### src/rtl/uart_tx_reg.sv
// Memory-mapped UART transmitter: register file, TX FIFO and 8-bit serializer
// with optional parity and one or two stop bits.
//
//   state    | meaning
//   S_IDLE   | line idle high, waiting for EN and a queued byte
//   S_START  | start bit (0)
//   S_DATA   | eight data bits, LSB first
//   S_PARITY | parity bit, only when parity was enabled at the pop
//   S_STOP   | one or two stop bits (1)
module uart_tx_reg #(
  parameter int FIFO_DEPTH   = 8,
  parameter int BAUD_DEFAULT = 434
) (
  input  logic        clk,
  input  logic        rst,
  input  logic        en,
  input  logic        chipSelect,
  input  logic        write,
  input  logic        read,
  input  logic [3:0]  addr,
  input  logic [31:0] writeData,
  output logic [31:0] readData,
  output logic        tx,
  output logic        irq
);

  localparam int AW = $clog2(FIFO_DEPTH);
  localparam int CW = AW + 1;

  typedef enum logic [2:0] {S_IDLE, S_START, S_DATA, S_PARITY, S_STOP} state_t;

  logic [7:0]    fifo_mem [FIFO_DEPTH];
  logic [AW-1:0] wr_ptr, rd_ptr;
  logic [CW-1:0] count;
  logic          full, empty;

  logic [15:0]   baud_div;
  logic [4:0]    ctrl;
  logic          overflow;
  logic [7:0]    drop_cnt;

  state_t        state, state_nxt;
  logic [15:0]   baud_cnt, baud_cnt_nxt;
  logic [2:0]    bit_cnt, bit_cnt_nxt;
  logic [7:0]    shift, shift_nxt;
  logic          tx_nxt;
  logic          stop_second, stop_second_nxt;
  logic          frm_par_en, frm_stop2, par_bit;
  logic          start_frame, boundary, busy;

  logic          access, wr_en, push_req, pop, push_ok, push_drop;
  logic [7:0]    head;
  logic [31:0]   rd_val;
  logic          unused_bits;

  assign unused_bits = ^writeData[31:16];

  assign access    = chipSelect & en;
  assign wr_en     = access & write;
  assign push_req  = wr_en && (addr == 4'd0);
  assign full      = (count == CW'(FIFO_DEPTH));
  assign empty     = (count == '0);
  assign pop       = en & start_frame;
  // a full FIFO still accepts a byte when the serializer pops on the same edge
  assign push_ok   = push_req && (!full || pop);
  assign push_drop = push_req && !push_ok;
  assign head      = fifo_mem[rd_ptr];
  assign busy      = (state != S_IDLE);
  assign boundary  = (baud_cnt == 16'd1);
  assign irq       = empty && !busy && ctrl[4] && ctrl[0];

  always_ff @(posedge clk) begin
    if (push_ok) fifo_mem[wr_ptr] <= writeData[7:0];
  end

  always_ff @(posedge clk or negedge rst) begin
    if (!rst) begin
      wr_ptr <= '0;
      rd_ptr <= '0;
      count  <= '0;
    end else if (en) begin
      if (push_ok) wr_ptr <= wr_ptr + AW'(1);
      if (pop)     rd_ptr <= rd_ptr + AW'(1);
      case ({push_ok, pop})
        2'b10:   count <= count + CW'(1);
        2'b01:   count <= count - CW'(1);
        default: count <= count;
      endcase
    end
  end

  always_ff @(posedge clk or negedge rst) begin
    if (!rst) begin
      baud_div <= 16'(BAUD_DEFAULT);
      ctrl     <= '0;
      overflow <= 1'b0;
      drop_cnt <= '0;
    end else if (en) begin
      if (wr_en) begin
        case (addr)
          4'd1: if (writeData[3]) overflow <= 1'b0;
          4'd2: baud_div <= (writeData[15:0] == 16'd0) ? 16'd1 : writeData[15:0];
          4'd3: ctrl <= writeData[4:0];
          4'd4: drop_cnt <= '0;
          default: ;
        endcase
      end
      if (push_drop) begin
        overflow <= 1'b1;
        if (drop_cnt != 8'hFF) drop_cnt <= drop_cnt + 8'd1;
      end
    end
  end

  always_comb begin
    rd_val = '0;
    case (addr)
      4'd1: rd_val = {16'b0, 8'(count), 4'b0, overflow, empty, full, busy};
      4'd2: rd_val = {16'b0, baud_div};
      4'd3: rd_val = {27'b0, ctrl};
      4'd4: rd_val = {24'b0, drop_cnt};
      default: rd_val = '0;
    endcase
  end

  always_ff @(posedge clk or negedge rst) begin
    if (!rst)                 readData <= '0;
    else if (access && read)  readData <= rd_val;
  end

  always_comb begin
    state_nxt       = state;
    baud_cnt_nxt    = baud_cnt;
    bit_cnt_nxt     = bit_cnt;
    shift_nxt       = shift;
    tx_nxt          = tx;
    stop_second_nxt = stop_second;
    start_frame     = 1'b0;
    if (state != S_IDLE) begin
      // reload from the live divisor so a BAUD write lands on the next bit
      baud_cnt_nxt = boundary ? baud_div : baud_cnt - 16'd1;
    end
    case (state)
      S_IDLE: start_frame = ctrl[0] && !empty;
      S_START: begin
        if (boundary) begin
          state_nxt   = S_DATA;
          bit_cnt_nxt = 3'd0;
          tx_nxt      = shift[0];
        end
      end
      S_DATA: begin
        if (boundary) begin
          if (bit_cnt == 3'd7) begin
            if (frm_par_en) begin
              state_nxt = S_PARITY;
              tx_nxt    = par_bit;
            end else begin
              state_nxt       = S_STOP;
              tx_nxt          = 1'b1;
              stop_second_nxt = 1'b0;
            end
          end else begin
            shift_nxt   = {1'b0, shift[7:1]};
            tx_nxt      = shift[1];
            bit_cnt_nxt = bit_cnt + 3'd1;
          end
        end
      end
      S_PARITY: begin
        if (boundary) begin
          state_nxt       = S_STOP;
          tx_nxt          = 1'b1;
          stop_second_nxt = 1'b0;
        end
      end
      S_STOP: begin
        if (boundary) begin
          if (frm_stop2 && !stop_second) begin
            stop_second_nxt = 1'b1;
          end else begin
            state_nxt   = S_IDLE;
            tx_nxt      = 1'b1;
            start_frame = ctrl[0] && !empty;
          end
        end
      end
      default: state_nxt = S_IDLE;
    endcase
    if (start_frame) begin
      state_nxt    = S_START;
      shift_nxt    = head;
      baud_cnt_nxt = baud_div;
      tx_nxt       = 1'b0;
    end
  end

  always_ff @(posedge clk or negedge rst) begin
    if (!rst) begin
      state       <= S_IDLE;
      baud_cnt    <= '0;
      bit_cnt     <= '0;
      shift       <= '0;
      tx          <= 1'b1;
      stop_second <= 1'b0;
      frm_par_en  <= 1'b0;
      frm_stop2   <= 1'b0;
      par_bit     <= 1'b0;
    end else if (en) begin
      state       <= state_nxt;
      baud_cnt    <= baud_cnt_nxt;
      bit_cnt     <= bit_cnt_nxt;
      shift       <= shift_nxt;
      tx          <= tx_nxt;
      stop_second <= stop_second_nxt;
      if (start_frame) begin
        frm_par_en <= ctrl[1];
        frm_stop2  <= ctrl[3];
        par_bit    <= (^head) ^ ctrl[2];
      end
    end
  end

endmodule

### config.mk
export PLATFORM = sky130hd
export DESIGN_NAME = uart_tx_reg
export DESIGN_NICKNAME = d
export VERILOG_FILES = /design/src/rtl/uart_tx_reg.sv
export SDC_FILE = /design/constraint.sdc
export NUM_CORES = 1
export LEC_CHECK = 0
export CAP_MARGIN = 10
export CORE_ASPECT_RATIO = 0.5
export CORE_UTILIZATION = 45
export CTS_CLUSTER_DIAMETER = 200
export DETAILED_ROUTE_END_ITERATION = 6
export HOLD_SLACK_MARGIN = 0.03
export MAX_ROUTING_LAYER = met4
export PLACE_DENSITY = 0.66
export SYNTH_ARGS = -nofsm -noshare
export SYNTH_HDL_FRONTEND = slang
export SYNTH_SLANG_ARGS = --single-unit
### constraint.sdc
create_clock -name clk -period 6.7 [get_ports clk]
set_clock_uncertainty 0.1 [all_clocks]
set_input_delay 1.34 -clock clk [delete_from_list [all_inputs] [get_ports clk]]
set_output_delay 1.34 -clock clk [all_outputs]
set_load 0.05 [all_outputs]
## Yosys cells after proc, flatten, opt, wreduce, memory -nomap -nowiden

Memory sizes are Yosys's and may differ from the RTL's.
Index checks and enable logic that the tools add are counted.

- Reductions and logical operators: 44
- Bitwise logic cells: 4
- Add/sub/neg operators: 7
- Equal/unequal tests: 30
- Mux-type cells: 52

Operator list:

| kind | number |
|---|---|
| 16-bit 2-to-1 mux | 4 |
| 8-bit 2-to-1 mux | 8 |
| 16-bit one-hot mux with 4 select lines | 1 |
| 3-bit 2-to-1 mux | 11 |
| 1-bit 2-to-1 mux | 22 |
| 2-bit != test (second input constant) | 10 |
| 3-bit != test (second input constant) | 6 |
| 16-bit by 1-bit equality test with 1-bit output (second input constant) | 1 |
| 16-bit logical NOT | 1 |
| 8-bit AND reduction | 2 |
| 2-bit nonzero test | 8 |
| 16-bit by 1-bit subtractor with 16-bit output (second input constant) | 1 |
| 3-bit one-hot mux with 5 select lines | 1 |
| 2-bit AND reduction | 5 |
| 3-bit by 1-bit adder with 3-bit output (second input constant) | 3 |
| 1-bit logical AND | 9 |
| 8-bit by 1-bit adder with 8-bit output (second input constant) | 1 |
| 4-bit by 2-bit equality test with 1-bit output (second input constant) | 2 |
| 4-bit logical NOT | 2 |
| 8-bit != test (second input constant) | 1 |
| 4-bit one-hot mux with 2 select lines | 1 |
| 4-bit AND reduction | 2 |
| 8-bit XOR reduction | 1 |
| 7-bit AND reduction | 1 |
| 23 further kinds | 33 |

- Register bits after elaboration: 107
- Logic and storage cells: 155
- Input port bits: 42
- Memories: 1
- Memory bits (writable): 64

Memories:

| name | depth | width | rd ports | clocked after Yosys merged registers in | wr ports | RTL line | source |
|---|---|---|---|---|---|---|---|
| fifo_mem | 8 | 8 | 1 | 0 | 1 | 32 | `logic [7:0] fifo_mem [FIFO_DEPTH];` |

## Longest topological paths before layout

Gate-level depths: netlist of run 1.

- Depth in word-level cells: 13
- Depth in mapped cells: 16
- Gate-level depth less buffers: 14

## Worst setup path after synthesis of run 1

No wires, ideal clock.

- Path kind: input to register
- From: input port en
- To: register count[2]
- Stages on the path: 12
- Arrival: 3397 ps
- Required time: 6474 ps
- Path slack: 3076 ps
- Path through: clkbuf_1 -> inv_1 -> o31ai_4 -> nand2_2 -> ha_1 -> clkbuf_1 -> xor2_1 -> ha_1 -> a21oi_1 -> xnor2_1 -> nand2_1 -> xnor2_1

- Word-level cells in the longest chain between the ends: 7

RTL lines:

| item | RTL line | source |
|---|---|---|
| start, declared | 16 | `input logic en,` |
| 1-bit AND | 58 | `assign access = chipSelect & en;` |
| 1-bit AND | 59 | `assign wr_en = access & write;` |
| 1-bit logical AND | 60 | `assign push_req = wr_en && (addr == 4'd0);` |
| 1-bit logical AND | 65 | `assign push_ok = push_req && (!full \|\| pop);` |
| 2-bit by 1-bit equality test with 1-bit output / 2-bit equality test (equally long branches) | 84 | `case ({push_ok, pop})` |
| 2-bit nonzero test (no line) | n/a |  |
| 2-bit AND reduction (no line) | n/a |  |
| end signal, assigned | 85 | `2'b10: count <= count + CW'(1);` |
| end signal, assigned | 86 | `2'b01: count <= count - CW'(1);` |
| end signal, assigned | 87 | `default: count <= count;` |
| end, declared | 34 | `logic [CW-1:0] count;` |

Parallel ways exist; a longest one is shown, timed or not.
A chain may end at the register's enable or synchronous reset.

## Final worst setup path of run 1

Same ends and word-level chain as after synthesis.

==> results of run 1 <==
==> cell usage in the layout, fill, tap and decap left out, types with 16 or more instances in the layout <==
cell type,synthesis,routed
a21oi_1,33,33
clkbuf_16,0,17
nand2_1,60,60
conb_1,1,16
nor2_1,29,29
o21ai_0,58,58
mux2_2,17,17
nand3_1,17,17
mux4_2,16,16
dfrtp_1,85,85
edfxtp_1,64,64
clkdlybuf4s50_1,0,42
==> logic make-up after synthesis <==
| family | after synthesis |
|---|---|
| AOI/OAI and AO/OA | 157 |
| adders and majority gates | 10 |
| DFF | 155 |
| xor gates and xnor gates | 19 |
| muxes | 46 |
| and+or+nand+nor | 172 |
| other | 1 |
| buffers and inverters | 57 |
==> through the flow <==
| stage | hold WS [ps] | area [µm²] | worst slack (ps) |
|---|---|---|---|
| 2_1_floorplan | 338.0 | 7468 | 3076 |
| 3_3_place_gp | 357.1 | 8009 | 2249 |
| 3_5_place_dp | 365.3 | 8009 | 2214 |
| 4_1_cts | 379.6 | 8562 | 2650 |
| 5_1_grt | 385.1 | 8567 | 2443 |
| 6_report | 370.4 | 8567 | 2627 |
==> worst reg2reg max path, delay by kind of cell, from the launching register on <==
kind / cells / cell delay (ps)
AND/OR/NAND/NOR: 4 / 990
adder cells (fa/ha/maj): 3 / 700
buffers and inverters: 2 / 490
AO/OA/AOI/OAI: 2 / 430
flip-flops: 1 / 400
XOR/XNOR: 3 / 360
==> path summary, 6_finish.rpt <==
kind                             start      endpoint  slack [ps]  cells past startpoint
min in group asynchronous          rst  baud_cnt[11]         710                      1
hold / removal                      tx            tx         370                      2
setup / recovery                    en      count[2]        2630                     11
hold reg to reg                     tx            tx         370                      2
max in group asynchronous          rst   readData[4]        4600                      2
setup reg to reg           baud_cnt[1]      count[2]        3120                     14
==> where the power goes <==
| part | switching, mW | internal, mW | leakage [nW] |
|---|---|---|---|
| clock | 0.426 | 0.490 | 0.265 |
| combinational | 0.213 | 0.148 | 1.29 |
| sequential | 0.116 | 1.07 | 1.77 |
==> routing by layer <==
layer	up-vias	track usage (%)	share of wire [%]
met5	-	-	0
met4	0	6.111	0.55
met3	9	3.264	4.5
met2	141	31.09	46
met1	2515	29.89	49
li1	2378	-	-
==> state kept, by name, summed over array words and instances (netlist names), 4 cells and up <==
name      cells
drop_cnt      8
readData     16
count         4
baud_div     16
fifo_mem     64
ctrl          5
shift         8
baud_cnt     16
==> area by class of cell <==
cell class                      count  share of cell area [%]
Tap cell                          221                   3.228
Timing Repair Buffer               54                   5.930
Sequential cell                   155                   49.10
Clock buffer                       18                   5.009
Multi-Input combinational cell    420                   34.67
Clock inverter                     14                   1.446
Inverter                           14                  0.6134
==> reports/summary.md, run 1 <==
Complex-gate fraction of the synthesized area: 13.47%. The number of unique standard cell types used by synthesis was 62. The largest individual stage delay along the critical path comes from the cell clkdlybuf4s50_1. The flow ran to the end, and the final reports show no timing, DRC or antenna violations. The tools report the count of final max-slew check failures as 0. Sorting the synthesized cells by how often they occur yields dfrtp_1, edfxtp_1, nand2_1, o21ai_0, a21oi_1. In the synthesized netlist the async set-or-reset flop fraction comes to 58.71%. During synthesis, Yosys emitted a total of 0 warnings. After detailed placement, the design holds a cell count of 863.

The wire length per cell after detailed routing works out to 18.13 µm. For the half-perimeter wire length after placement, the log shows 11.08 mm. The largest net degree at the start of global routing was 71. Summing over every cut layer, the via total after detailed routing is 5,043. After clock tree synthesis, the setup repair step added 0 buffers. The run gives 17 as the number of CTS-inserted buffers. The largest delay contributor family on the critical path was buffers and inverters. For the pin with the worst max-slew slack, the measured transition is 1036 ps.

Synthesis produced 617 cells. Post-synthesis to final-layout area growth: 15.58%. Setup repair after global routing left no endpoint under its margin. The tools report the number of optimization iterations in the first detailed-route pass as 5. Total power for the finished layout comes to 2.462 mW.

The count of flip-flops with a built-in enable after synthesis is 64. The routed design could run at a clock period as short as 4073 ps. Counting both buffers and inverters, the worst setup path holds a total of 2. The initial antenna violation count came out at 0. VDD sags by at most 0.1773 mV. For the final routed database, the setup TNS stands at 0 ps. Summing the areas of all and, or, nand and nor instances in the mapped netlist gives 12.31% of the synthesized area. The maximum number of buffers from clock root to sink is 2. STA classifies the critical path startpoint as an input pin.

In this run the power density over the cells is 287.3 nW/µm². The tools report the worst max-slew margin expressed relative to the limit as 30.92%. Walking the worst path, the cells encountered are clkdlybuf4s50_1 -> inv_1 -> o31ai_4 -> nand2_2 -> ha_1 -> xor2_1 -> ha_1 -> a21oi_1 -> xnor2_1 -> nand2_1 -> xnor2_1.

Number of H-tree branching levels: 4. The tools report the remaining routing DRC violations as 0. For the number of hold-slack violations in the final timing report, the log shows 0.

The mux share of post-synthesis cell area was 9.217%; the synthesized area divided by synthesized cell count was 12.01 µm². The run gives 896 as the final standard cell count with taps included and fillers excluded. The core occupancy in the finished layout is 54.45%. The initial DRC count came out at 435. Total of endpoints with negative setup slack in the final report: 0. In this run the count of I/O pins placed on the die edge is 76. The net count of the finished layout is 714.

The required time reported for the critical path endpoint is 6900 ps, and the critical path data arrival time is 4270 ps. Buffers inserted to repair hold after CTS numbered 0. The register bit count reported by yosys came out at 155. For this run, the register share of the synthesized area comes to 56.75%.

Global routing finished with a remaining overflow of 0. The run gives 26.15 mm as the wire length of the first global-routing pass. CTS placed an instance of clkbuf_16 at the clock tree root.

Clock-pin slew was measured on the worst setup and hold paths at 70 ps. The main combinational cell family by area after synthesis was compound AO/OA/AOI/OAI gates. The area fraction of the dominant cell type after synthesis is 28.70%.

In this run, post-CTS repair resized a total of 0 instances. Critical path start-end classification: input pin to register. The multi-input gate area in the final layout is 2970 µm². The most common cell in the synthesized netlist is dfrtp_1.

Static timing analysis puts the maximum clock frequency at 245.5 MHz. Summed over all layers, the routed wires come to 16.24 mm. The final critical path takes up 60.79% of the cycle. After floorplanning, the core was sized to cover 15,740 µm². In this run the worst hold path is classified as register to register. Global routing consumed, over all layers together, 20.98% of the routing resources. TritonCTS built the clock tree. The initialized floorplan defines 32 standard-cell rows.

The largest fanout on the critical path was 11; the number of clock sinks seen by CTS was 155. The run gives 1,340 as the number of filler cells placed in the layout. For the static leakage, the log shows 3.327 nW.

By area the synthesized netlist is led by dfrtp_1, edfxtp_1, mux4_2, o21ai_0, nand2_1. Number of routed nets with antenna violations: 0. For the via count of the first global-routing pass, the log shows 4,908.

0 antenna diodes ended up in the layout. Cell area after synthesis: 7412 µm². For the total of max-cap violations, the log shows 0.

The register area came out at 4207 µm². Routability-driven placement finished with a final weighted congestion of 0.8521. Summing the areas of all xor and xnor instances in the mapped netlist gives 2.431% of the synthesized area. The die covers 17,020 µm². The main flop type after synthesis is dfrtp_1. In the final layout, the share of cells above drive strength 1 is 14.81%. The post-detailed-route via-to-cell ratio is 5.628, and the height of the chip is 92.75 µm. Buffers placed on the I/O ports in this run total 43. The synthesized design spends more area on one cell type than any other, namely dfrtp_1. The largest single stage delay on the critical path is 790 ps.

Adder-cell share of the synthesized area: 1.688%. The worst setup path is captured at a register. From left edge to right edge, the die measures 183.5 µm.

The later pin in the worst-skew pair is clocked with a latency of 420 ps. The run gives 47.11% as the starting density of the core.
(Power assumes the default switching activity.)
==> run 2: changes to the inputs <==
- clock period: 6.7 -> 3.75 ns (I/O delays scaled with it)
==> run 2 against run 1 <==
Power increased by 84%. Sequential share of layout area decreased by 1.2 points. Hold slack got worse by 130 ps. Critical path depth increased by 3. Register-to-register slack got worse by 2700 ps. Via count increased by 2.2%. Critical endpoint unchanged.
==> reports/summary.md, run 2 (synthesized netlist as in run 1, its figures left out) <==
The most frequent standard cell in the layout excluding fill and tap cells is dfrtp_1. The worst setup path is captured at a register. The post-detailed-route via-to-cell ratio is 5.617 (-0.21%). The placer's final routability congestion estimate is 0.8934 (+4.8%), and the peak supply drop is 0.3830 mV (+120%). The remaining routing DRC violations was 0 (unchanged). The number of buffers added for setup after CTS is 0 (unchanged). For the core occupancy in the finished layout, the log shows 55.83% (+1.4 points). The cell area after placement was 8177 µm² (+2.1%).

The total routed wire length on the met1 layer came out at 8.198 mm (+2.7%). The tools report the count of cells resized by post-cts repair as 0 (unchanged). For the maximum number of buffers from clock root to sink, the log shows 2 (unchanged). The number of flip-flops under the largest register name is 64 (unchanged). Post-synthesis to final-layout area growth: 18.52%.

TritonCTS built the clock tree. In this run the critical register-to-register path is launched from baud_cnt[1]. Setup repair after global routing left no endpoint under its margin.

Initial antenna violation count: 0 (unchanged). The worst setup path is launched from a register. The ratio of cells with drive above 1 in the final layout came out at 17.36% (+2.5 points).

Number of H-tree branching levels: 4 (unchanged). The count of input and output buffers works out to 43 (unchanged). The total of max-cap violations was 0 (unchanged); the worst max-slew margin expressed relative to the limit was 23.77% (-7.1 points). For the number of filler cells placed in the layout, the log shows 1,278 (-4.6%). The wire length per cell after detailed routing was 18.56 µm (+2.4%); the via count of the first global-routing pass was 5,018 (+2.2%). The maximum operating frequency is 297.1 MHz. In this run the top signal layer used is met4. The wire length of the first global-routing pass is 27.35 mm (+4.6%), and the number of hold-slack violations in the final timing report is 0 (unchanged). The die width was 183.5 µm (unchanged); the number of cell instances on the worst register-to-register path was 14 (unchanged). The critical path start-end classification was register to register. The tools report the static leakage as 3.466 nW (+4.2%). The tools report the launching instance or port of the critical path as baud_cnt[1]. For the starting density of the core, the log shows 47.11% (unchanged). Setup TNS: 0 ps (unchanged). Clock root buffer: clkbuf_16. The power density over the cells was 516.5 nW/µm² (+80%). The number of routed nets with antenna violations came out at 0 (unchanged).

The tools report the number of CTS-inserted buffers as 17 (unchanged). For the count of placed standard cells including taps, the log shows 886 (+2.7%). For the aggregate global routing overflow, the log shows 0 (unchanged).

The tools report the initial DRC count as 463 (+6.4%). The half-perimeter wire length after placement is 11.82 mm (+6.7%), and the total via count after detailed routing is 5,156 (+2.2%). The tightest min-delay check is of the input pin to asynchronous set/reset pin type.

The met2 routed wirelength was 7.991 mm (+7.4%). The final net count was 736 (+3.1%). Register containing the most flip-flops in the final layout: fifo_mem.

The most critical setup path has its endpoint at count[2]. The actual slew at the worst max-slew pin works out to 1138 ps (+101.9 ps). Die outline area: 17,020 µm² (unchanged).

The number of hold-repair buffers added at the cts stage was 0 (unchanged); the number of clock sinks seen by CTS was 155 (unchanged). The height of the chip is 92.75 µm (unchanged), and the final critical-path share of the clock period is 89.76%. The number of placed I/O pins is 76 (unchanged), and the register-to-register setup slack is 380 ps (-2740 ps). The logs give 3560 ps (-710 ps) for the critical path data arrival time and 0 (unchanged) for the number of inserted diodes. Clock latency on the worst-skew pair: 420 ps (about the same). The routed wire length on met3 was 623 µm (-14%). The tools report the overall routed net length as 17.04 mm (+4.9%). For the number of optimization iterations in the first detailed-route pass, the log shows 5 (unchanged). The tools report the required time reported for the critical path endpoint as 3950 ps (-2950 ps). The shortest clock period the worst path allows after layout was 3366 ps. The logs give 243.7 ps (-126.7 ps) for the worst hold slack across all endpoints and 918 (+2.5%) for the final standard cell count with taps included and fillers excluded. The cell area after layout was 8785 µm² (+2.5%). For the count of final max-slew check failures, the log shows 0 (unchanged). The largest fanout on the critical path was 10 (-1); the largest net degree at the start of global routing was 48 (-32%). The worst flop-to-flop path endpoint is count[2]. The flow ran to the end, and the final reports show no timing, DRC or antenna violations.

Total global routing track utilization: 21.95% (+0.97 points). The library cells used most frequently in the layout, excluding fill and tap cells, are dfrtp_1, edfxtp_1, nand2_1, o21ai_0, clkdlybuf4s50_1. The row count is 32 (unchanged), and the total of endpoints with negative setup slack in the final report is 0 (unchanged). The placeable core region is 15,740 µm² (unchanged).

The clock input transition at the sequential cells of the worst setup and hold paths was 60 ps (about the same).
==> run 2: area by class of cell <==
class	instances	area, µm²	area share (%)
Clock inverter	14	178.9	2.037
Tap cell	221	276.5	3.148
Sequential cell	155	4207	47.88
Timing Repair Buffer	76	675.6	7.691
Multi-Input combinational cell	420	2965	33.76
Inverter	14	52.55	0.5982
Clock buffer	18	429.2	4.885
==> run 2: critical path, stage by stage, from the launching register on <==
cell,delay [ps]
dfrtp_1,400
inv_1,100
ha_1,140
nor4b_2,290
nand4_4,210
o21a_4,310
o31ai_4,320
nand2_2,220
ha_1,320
xor2_1,170
ha_1,190
a21oi_1,140
xnor2_1,130
nand2_1,80
xnor2_1,130
==> run 2: layer usage <==
layer,track usage (%),up-vias
met3,3.421,21
met2,34.28,113
met5,-,-
li1,-,2413
met4,5.972,0
met1,29.98,2609
==> run 2: metrics by stage <==
step	power (mW)	setup WS [ps]
finish	4.537	383.9
global route	4.731	171.6
CTS	4.563	372.8
detailed placement	2.806	369.4
global placement	2.785	389.7
floorplan	2.591	644.7
==> run 2: how the worst min path moves through the flow <==
stage | startpoint | endpoint | slack [ps] | depth (start not counted)
final | rst | shift[6] | 240 | 1
after global routing | rst | shift[6] | 270 | 1
after floorplan | frm_stop2 | frm_stop2 | 340 | 2
after global placement | readData[1] | readData[1] | 360 | 1
after CTS | rst | shift[6] | 260 | 1
after detailed placement | tx | tx | 370 | 2
==> run 2: report_power, final <==
group	total [mW]	switching, mW	internal, mW
logic	0.661	0.386	0.275
clock network	1.76	0.751	1.01
registers	2.11	0.201	1.91
